**config.mk**
```make
export PLATFORM = sky130hd
export DESIGN_NAME = bpfcpu_run_ctrl
export DESIGN_NICKNAME = d
export VERILOG_FILES = /design/src/rtl/bpfcpu_pkg.sv /design/src/rtl/bpf_insn_watchdog.sv /design/src/rtl/bpfcpu_run_ctrl.sv
export SDC_FILE = /design/constraint.sdc
export NUM_CORES = 1
export LEC_CHECK = 0
export ABC_AREA = 1
export ABC_CLOCK_PERIOD_IN_PS = 2100
export BUFFER_PORTS_ARGS = -buffer_cell sky130_fd_sc_hd__buf_2
export CAP_MARGIN = 10
export CELL_PAD_IN_SITES_DETAIL_PLACEMENT = 1
export CELL_PAD_IN_SITES_GLOBAL_PLACEMENT = 2
export CORE_ASPECT_RATIO = 1.5
export CORE_MARGIN = 5
export CORE_UTILIZATION = 30
export CTS_BUF_LIST = sky130_fd_sc_hd__clkbuf_16
export DETAILED_ROUTE_END_ITERATION = 8
export PLACE_DENSITY = 0.79
export SLEW_MARGIN = 40
export SYNTH_ARGS = -nofsm -noshare
export SYNTH_HDL_FRONTEND = slang
export SYNTH_SLANG_ARGS = --single-unit
```
**constraint.sdc**
```tcl
create_clock -name clk -period 2.1 [get_ports clk]
set_input_delay 0.525 -clock clk [delete_from_list [all_inputs] [get_ports clk]]
set_output_delay 0.525 -clock clk [all_outputs]
set_load 0.005 [all_outputs]
```
**src/rtl/bpfcpu_pkg.sv**
```systemverilog
// Shared definitions for the BPF CPU run controller: FSM state encoding,
// verdict field layout and default sizing constants.
package bpfcpu_pkg;

   // State encoding of the per-packet lifecycle
   localparam logic [2:0] ST_IDLE    = 3'd0;
   localparam logic [2:0] ST_LOAD    = 3'd1;
   localparam logic [2:0] ST_RUN     = 3'd2;
   localparam logic [2:0] ST_REPORT  = 3'd3;
   localparam logic [2:0] ST_RELEASE = 3'd4;

   typedef enum logic [2:0] {
      IDLE    = ST_IDLE,
      LOAD    = ST_LOAD,
      RUN     = ST_RUN,
      REPORT  = ST_REPORT,
      RELEASE = ST_RELEASE
   } run_state_t;

   // Verdict fields held stable while the verdict is offered
   typedef struct packed {
      logic acc;       // 1 = accept, 0 = reject
      logic timeout;   // reject caused by the instruction watchdog
   } verdict_t;

   // Default sizing
   localparam int BPF_DEF_PLEN_WIDTH     = 10;
   localparam int BPF_DEF_MAX_INSNS      = 4096;
   localparam int BPF_DEF_INSN_CNT_WIDTH = 16;
   localparam int BPF_DEF_STAT_WIDTH     = 32;

   function automatic verdict_t mk_verdict(input logic acc, input logic timeout);
      verdict_t v;
      v.acc     = acc;
      v.timeout = timeout;
      return v;
   endfunction

endpackage

```
**src/rtl/bpf_insn_watchdog.sv**
```systemverilog
// Instruction-count watchdog: counts fetches while the core runs, saturates
// at MAX_INSNS and flags expiry once the budget has been used up.
module bpf_insn_watchdog #(
   parameter int CNT_WIDTH = 16,
   parameter int MAX_INSNS = 4096
) (
   input  logic clk,
   input  logic rst,
   input  logic clear,
   input  logic count_en,
   input  logic run_en,
   output logic expired
);

   localparam logic [CNT_WIDTH-1:0] MAX_CNT = CNT_WIDTH'(MAX_INSNS);

   logic [CNT_WIDTH-1:0] cnt_reg;

   // Count fetches during RUN, hold at the budget, clear on a new packet
   always_ff @(posedge clk or negedge rst) begin
      if (!rst) begin
         cnt_reg <= '0;
      end else if (clear) begin
         cnt_reg <= '0;
      end else if (run_en && count_en && (cnt_reg != MAX_CNT)) begin
         cnt_reg <= cnt_reg + 1'b1;
      end
   end

   assign expired = (cnt_reg == MAX_CNT);

endmodule

```
**src/rtl/bpfcpu_run_ctrl.sv**
```systemverilog
// Per-packet run controller for the BPF CPU core: launches the core on a
// ready packet, collects its verdict, offers it over valid/ready, releases
// the packet buffer and keeps saturating accept/reject statistics.
// Optional feature: define BPF_WATCHDOG_EN to add the instruction watchdog
// and its timeout-reject path; without it RUN exits only on a core strobe.
module bpfcpu_run_ctrl
   import bpfcpu_pkg::*;
#(
   parameter int PLEN_WIDTH     = BPF_DEF_PLEN_WIDTH,
   parameter int INSN_CNT_WIDTH = BPF_DEF_INSN_CNT_WIDTH,
   parameter int MAX_INSNS      = BPF_DEF_MAX_INSNS,
   parameter int STAT_WIDTH     = BPF_DEF_STAT_WIDTH
) (
   input  logic                  clk,
   input  logic                  rst,
   input  logic                  pkt_ready,
   input  logic [PLEN_WIDTH-1:0] pkt_len,
   output logic                  pkt_done,
   output logic                  core_rst,
   output logic [PLEN_WIDTH-1:0] core_plen,
   input  logic                  core_acc,
   input  logic                  core_rej,
   input  logic                  core_inst_rd_en,
   output logic                  verdict_valid,
   input  logic                  verdict_ready,
   output logic                  verdict_acc,
   output logic                  verdict_timeout,
   output logic [PLEN_WIDTH-1:0] verdict_len,
   output logic [STAT_WIDTH-1:0] stat_acc,
   output logic [STAT_WIDTH-1:0] stat_rej,
   output logic                  busy
);

   run_state_t            state_reg, state_next;
   verdict_t              verdict_reg, verdict_next;
   logic [PLEN_WIDTH-1:0] plen_reg;
   logic [STAT_WIDTH-1:0] stat_acc_reg, stat_rej_reg;
   logic                  core_rst_reg, verdict_valid_reg, pkt_done_reg, busy_reg;
   logic                  wd_clear, wd_expired, handshake;

   assign handshake = verdict_valid_reg && verdict_ready;

`ifdef BPF_WATCHDOG_EN
   bpf_insn_watchdog #(
      .CNT_WIDTH (INSN_CNT_WIDTH),
      .MAX_INSNS (MAX_INSNS)
   ) u_watchdog (
      .clk      (clk),
      .rst      (rst),
      .clear    (wd_clear),
      .count_en (core_inst_rd_en),
      .run_en   (state_reg == RUN),
      .expired  (wd_expired)
   );
   assign verdict_timeout = verdict_reg.timeout;
`else
   logic unused_wd;
   assign unused_wd       = ^{core_inst_rd_en, wd_clear, verdict_reg.timeout,
                              INSN_CNT_WIDTH[0], MAX_INSNS[0]};
   assign wd_expired      = 1'b0;
   assign verdict_timeout = 1'b0;
`endif

   // Next-state and verdict selection; strobes only matter in RUN
   always_comb begin
      state_next   = state_reg;
      verdict_next = verdict_reg;
      wd_clear     = 1'b0;
      case (state_reg)
         IDLE: begin
            if (pkt_ready) state_next = LOAD;
         end
         LOAD: begin
            wd_clear = 1'b1;
            if (pkt_len == '0) begin
               state_next   = REPORT;
               verdict_next = mk_verdict(1'b0, 1'b0);
            end else begin
               state_next   = RUN;
            end
         end
         RUN: begin
            // reject is pessimistic and wins over accept; strobes beat expiry
            if (core_rej) begin
               state_next   = REPORT;
               verdict_next = mk_verdict(1'b0, 1'b0);
            end else if (core_acc) begin
               state_next   = REPORT;
               verdict_next = mk_verdict(1'b1, 1'b0);
            end else if (wd_expired) begin
               state_next   = REPORT;
               verdict_next = mk_verdict(1'b0, 1'b1);
            end
         end
         REPORT: begin
            if (handshake) state_next = RELEASE;
         end
         RELEASE: begin
            state_next = IDLE;
         end
         default: begin
            state_next = IDLE;
         end
      endcase
   end

   // State, registered outputs, length latch and saturating statistics
   always_ff @(posedge clk or negedge rst) begin
      if (!rst) begin
         state_reg         <= IDLE;
         verdict_reg       <= mk_verdict(1'b0, 1'b0);
         core_rst_reg      <= 1'b1;
         verdict_valid_reg <= 1'b0;
         pkt_done_reg      <= 1'b0;
         busy_reg          <= 1'b0;
         plen_reg          <= '0;
         stat_acc_reg      <= '0;
         stat_rej_reg      <= '0;
      end else begin
         state_reg         <= state_next;
         verdict_reg       <= verdict_next;
         core_rst_reg      <= (state_next != RUN);
         verdict_valid_reg <= (state_next == REPORT);
         pkt_done_reg      <= (state_next == RELEASE);
         busy_reg          <= (state_next != IDLE);
         if (state_reg == LOAD) plen_reg <= pkt_len;
         if (handshake) begin
            if (verdict_reg.acc) begin
               if (~&stat_acc_reg) stat_acc_reg <= stat_acc_reg + 1'b1;
            end else begin
               if (~&stat_rej_reg) stat_rej_reg <= stat_rej_reg + 1'b1;
            end
         end
      end
   end

   assign pkt_done      = pkt_done_reg;
   assign core_rst      = core_rst_reg;
   assign core_plen     = plen_reg;
   assign verdict_valid = verdict_valid_reg;
   assign verdict_acc   = verdict_reg.acc;
   assign verdict_len   = plen_reg;
   assign stat_acc      = stat_acc_reg;
   assign stat_rej      = stat_rej_reg;
   assign busy          = busy_reg;

endmodule
```
-- Word level (Yosys, flattened, before mapping)
Index checks and enable logic that the tools add are counted.
- register bits: 82
- bits of input ports: 17
- output and inout port bits: 90
- word-level logic and storage cells: 42
- add/sub/neg operators: 2
- equal/unequal tests: 8
- mux-type cells: 10
- bitwise operators: 3
- reduce and logical (&&, ||, !) cells: 10
- operators with widths (kind ; count):
    adder 32 x 1 -> 32 bit, second input constant ; 2
    AND reduction 32 bit ; 2
    2-to-1 mux 3 bit ; 4
    one-hot mux 3 bit (4 select lines) ; 1
    logical NOT 10 bit ; 1
    == test 3 x 2 -> 1 bit, second input constant ; 3
    AND reduction 3 bit ; 3
    2-to-1 mux 2 bit ; 3
    one-hot mux 2 bit (2 select lines) ; 1
    == test 3 x 1 -> 1 bit, second input constant ; 1
    == test 3 bit, second input constant ; 1
    logical NOT 3 bit ; 1
    != test 3 x 2 -> 1 bit, second input constant ; 1
    != test 3 bit, second input constant ; 1
    NOT 1 bit ; 3
    nonzero test 3 bit ; 1
    != test 2 bit, second input constant ; 1
    nonzero test 2 bit ; 1
    logical AND 1 bit ; 1
    2-to-1 mux 1 bit ; 1

-- Depth between registers and ports, before layout
- depth after elaboration: 4
- mapped depth: 11
- gate-level depth less buffers: 10

-- Worst setup path after synthesis
No wires, ideal clock.
- path type: register to register
- from: register stat_rej_reg[0] (netlist: stat_rej[0])
- to: register stat_rej_reg[10] (netlist: stat_rej[10])
- library setup time: 116 ps
- arrival: 1571 ps
- data required time: 1984 ps
- slack: 413 ps
- stages on the path, launching flop included: 12
- path buffers: 1
- clock period less this slack: 1687 ps
- path through: dfrtp_1 -> ha_1 -> inv_1 -> nor2_2 -> nand2_2 -> nor2_4 -> nand2_4 -> nand2_2 -> nor2_4 -> buf_6 -> nand2_1 -> nand2_1
- cells in the longest elaborated chain, start to end: 3
- elaborated cells between the ends (all ways): 4
- classes of those cells: add/sub (1); bitwise (1); reduce/logical (2)
- RTL lines (item ; line ; source):
    start, declared ; bpfcpu_run_ctrl.sv:37 ; logic [STAT_WIDTH-1:0] stat_acc_reg, stat_rej_reg;
    start signal, assigned ; bpfcpu_run_ctrl.sv:131 ; if (~&stat_rej_reg) stat_rej_reg <= stat_rej_reg + 1'b1;
    branches (longest 3 deep; another with adder 32 x 1 -> 32 bit) ; -- ;
Several ways; the timed one is not identified.
A chain may end at the register's enable or synchronous reset.

-- Worst setup path after layout
- from: register stat_acc_reg[1] (netlist: stat_acc[1])
- to: register stat_acc_reg[26] (netlist: stat_acc[26])
- cells in the longest elaborated chain, start to end: 3
- elaborated cells between the ends (all ways): 4
- classes of those cells: add/sub (1); bitwise (1); reduce/logical (2)
- RTL lines (item ; line ; source):
    start, declared ; bpfcpu_run_ctrl.sv:37 ;
    start signal, assigned ; bpfcpu_run_ctrl.sv:129 ; if (~&stat_acc_reg) stat_acc_reg <= stat_acc_reg + 1'b1;
    branches (longest 3 deep; another with adder 32 x 1 -> 32 bit) ; -- ;
Several ways; the timed one is not identified.

==> results.md <==
- Die Span Y: 170.9 um
- R2r startpoint: stat_acc[1]$_DFFE_PN0P_
- Setup TNS: 0 ps
- RSZ-0062 raised after global routing: no
- Pre-antenna DRT Iters: 6
- Fin nets: 889
- Max-slew violation count: 0
- Core Area: 17200 sq um
- Number of synthesized flops with an enable pin: 0
- Static Leak: 0.003263 uW
- Cell mode on critical path: nand2_4
- Yosys reg bits: 82
- R2r setup slk: 190 ps
- CP Capture Point: stat_acc[26]$_DFFE_PN0P_
- Multi-input logic area: 2825 sq um
- CTS tree: built
- Setup Viol. Count Final: 0
- Gr ovfl total: 0
- Post-synthesis mux area share: 0%
- Crit-path max cell delay: 420 ps
- Max_cap viols: 0
- Post-CTS Hold Buffers: 0
- Vias in the first global route: 5539
- WL per Instance: 16.05 um
- Worst skew pair latency: 350 ps
- Antenna violations before repair: 0
- CP endpoint kind: flip-flop
- Count of cell types in the netlist: 28
- Worst EP required: 2390 ps
- Top cells by count, synth: 364 x nand2_1, 106 x nor2_1, 81 x dfrtp_1
- Most frequent cell after synthesis: nand2_1
- Synth warn: 0
- Reg2reg end: stat_acc[26]$_DFFE_PN0P_
- Status: completed
- Critical path startpoint: stat_acc[1]$_DFFE_PN0P_
- Ranking of synthesized cells by area: dfrtp_1 39%, nand2_1 26%, nor2_1 7.7%
- Total clock sinks: 82
- Antenna diodes: 0
- H-tree depth: 3
- Post-Synth XOR/XNOR Area: 5.072%
- Largest family of logic cells by synthesized area: simple AND/OR/NAND/NOR gates
- Io pins: 107
- Pwr Total: 4816 uW
- Syn_nets: 771
- Drt total wl: 17.46 mm
- Crit start category: flip-flop
- DRC viols: 0
- Area grow syn2layout: 21.26%
- Vias per Instance: 4.643
- Crit path max-delay cell type: dfrtp_1
- TritonCTS Buffers: 9
- Synth Area in Compound Gates: 1.159%
- Syn Inst Count: 752
- Seq/Total Area, Yosys: 39.64%
- IO Port Bufs: 104
- Synth Flop Type: dfrtp_1
- Final min period: 1905 ps
- Largest net degree at the start of global routing: 41
- Critical path peak fanout: 10
- Final Hold Viols: 0
- Antenna Violating Nets Remaining: 0
- Ys async rst share: 100.0%
- Fmax: 524.8 MHz
- DIE WIDTH: 117.3 um
- CTS clk-pin slew, worst paths: 70 ps
- Fill count: 2286
- DP HPWL: 13.76 mm
- Placed cell areas: 5989 sq um
- Setup CP Type: flip-flop to flip-flop
- Post-synthesis adder-cell area fraction: 0.4831%
- CP delay by family, top: simple AND/OR/NAND/NOR gates
- CTS Buffer Depth: 2
- Critical path arrival: 2190 ps
- Starting DRC count in detailed routing: 174
- Gpl congestion: 0.8785
- Cell taking the most area after synthesis: dfrtp_1
- Worst path depth: 11
- Global-route usage over all layers: 18.43%
- Worst VDD drop: 0.4184 mV
- Post-synth top area share: 39.13%
- First-pass GRT wire length: 28.42 mm
- Die area: 20050 sq um
- Min-Delay Path Class: input port to async pin
- R2R cell count: 11
- Setup Skew: 10.54 ps
- Synth Cell Area: 5180 sq um
- Ratio of cells with drive above 1 in the final layout: 21.49%
- Critical-path cell list: ha_1, nand2_2, nor2_4, nand2_4, nor2_8, nand2_4, nand2_4, nor2_4, buf_4, nand2_2, nand2_1
- Simple-Gate Fraction of Synth Area: 47.54%
- Pwr per Cell Area: 766.7 nW/um^2
- Final cycle utilization of the critical path: 90.74%
- Row cnt: 59
- Vias: 5052
- Mean Syn Cell Area: 6.888 sq um
- Design Area, Final: 6281 sq um
- Worst Path Buf+Inv: 1
- Seq. cell area: 2053 sq um
- Clock Tree Root: clkbuf_16
- Starting Density: 30.12%
## final cells by class
type | count | area share, %
repair buffers | 129 | 11.71
flip-flops and latches | 82 | 32.69
multi-input cells | 616 | 44.98
clock inverters | 7 | 0.8765
well taps | 213 | 4.243
clock buffers | 9 | 3.586
inverters | 32 | 1.912
## where the power goes
group | total (uW) | internal (uW) | switching [uW] | leakage [uW]
Clock | 1550 | 813 | 736 | 0.000131
Combinational | 1280 | 503 | 781 | 0.00202
Sequential | 1980 | 1800 | 183 | 0.00111
## layer usage
metal  GRT usage, %  share of wire [%]  up-vias
met5              0                  0        -
met2          34.51                 56       96
met3          1.875                2.3       33
li1               -                  -     2543
met4          9.631                4.5        0
met1          19.82                 38     2380
## cells by family (layout without fill, tap and decap cells)
logic type	after synthesis	after routing
compound gates	12	12
fa+ha+maj	2	2
xor+xnor	30	30
simple gates	570	571
flops	82	82
buf+inv	55	177
other cells	1	1
## worst register-to-register path, stage by stage (launching register included)
cell	delay, ps
dfrtp_1	420
ha_1	250
nand2_2	90
nor2_4	60
nand2_4	140
nor2_8	60
nand2_4	120
nand2_4	60
nor2_4	280
buf_4	250
nand2_2	50
nand2_1	50
## what timing repair did
action | CTS | global route
gates resized for setup | 0 | 1
buffers inserted | 0 | 0
setup endpoints to repair | 0 | 25
## metrics by stage
step / utilization, % / worst slack [ps] / cells / hold slack [ps]
floorplan: - / 412.6 / 752 / 229.4
global placement: 34.82 / 147.4 / 1071 / 453.9
detailed placement: 34.82 / 96.00 / 1071 / 456.9
CTS: 36.45 / 84.55 / 1087 / 74.14
global route: 36.52 / 18.80 / 1088 / 85.51
finish: 36.52 / 194.5 / 1088 / 63.25
## layout by cell type (no fill, tap or decap), types with 2 or more instances in the layout
cell type   count
o21ai_0        11
buf_12          2
nor3_1          6
dfrtp_1        81
nand2_2        25
ha_1            2
nand3_1        18
clkbuf_16       9
xnor2_1         9
xor2_1         21
buf_4          24
nand2_4         4
clkinvlp_4      3
nand4_1         8
nor2_2          5
inv_1          31
nor2_1        106
nand2_1       364
nand3b_1       27
nor2_4          5
buf_2         103
## worst min path at each step
stage                     start  cells after the start                      end  slack [ps]
after CTS                   rst                      1  stat_acc[5]$_DFFE_PN0P_          70
after floorplan             rst                      0           busy$_DFF_PN0_         230
after detailed placement    rst                      1  stat_acc[5]$_DFFE_PN0P_         460
final                       rst                      1  stat_acc[5]$_DFFE_PN0P_          60
after global routing        rst                      1  stat_acc[4]$_DFFE_PN0P_          90
after global placement      rst                      1  stat_acc[5]$_DFFE_PN0P_         450
Power figures use the tool's default switching activity.
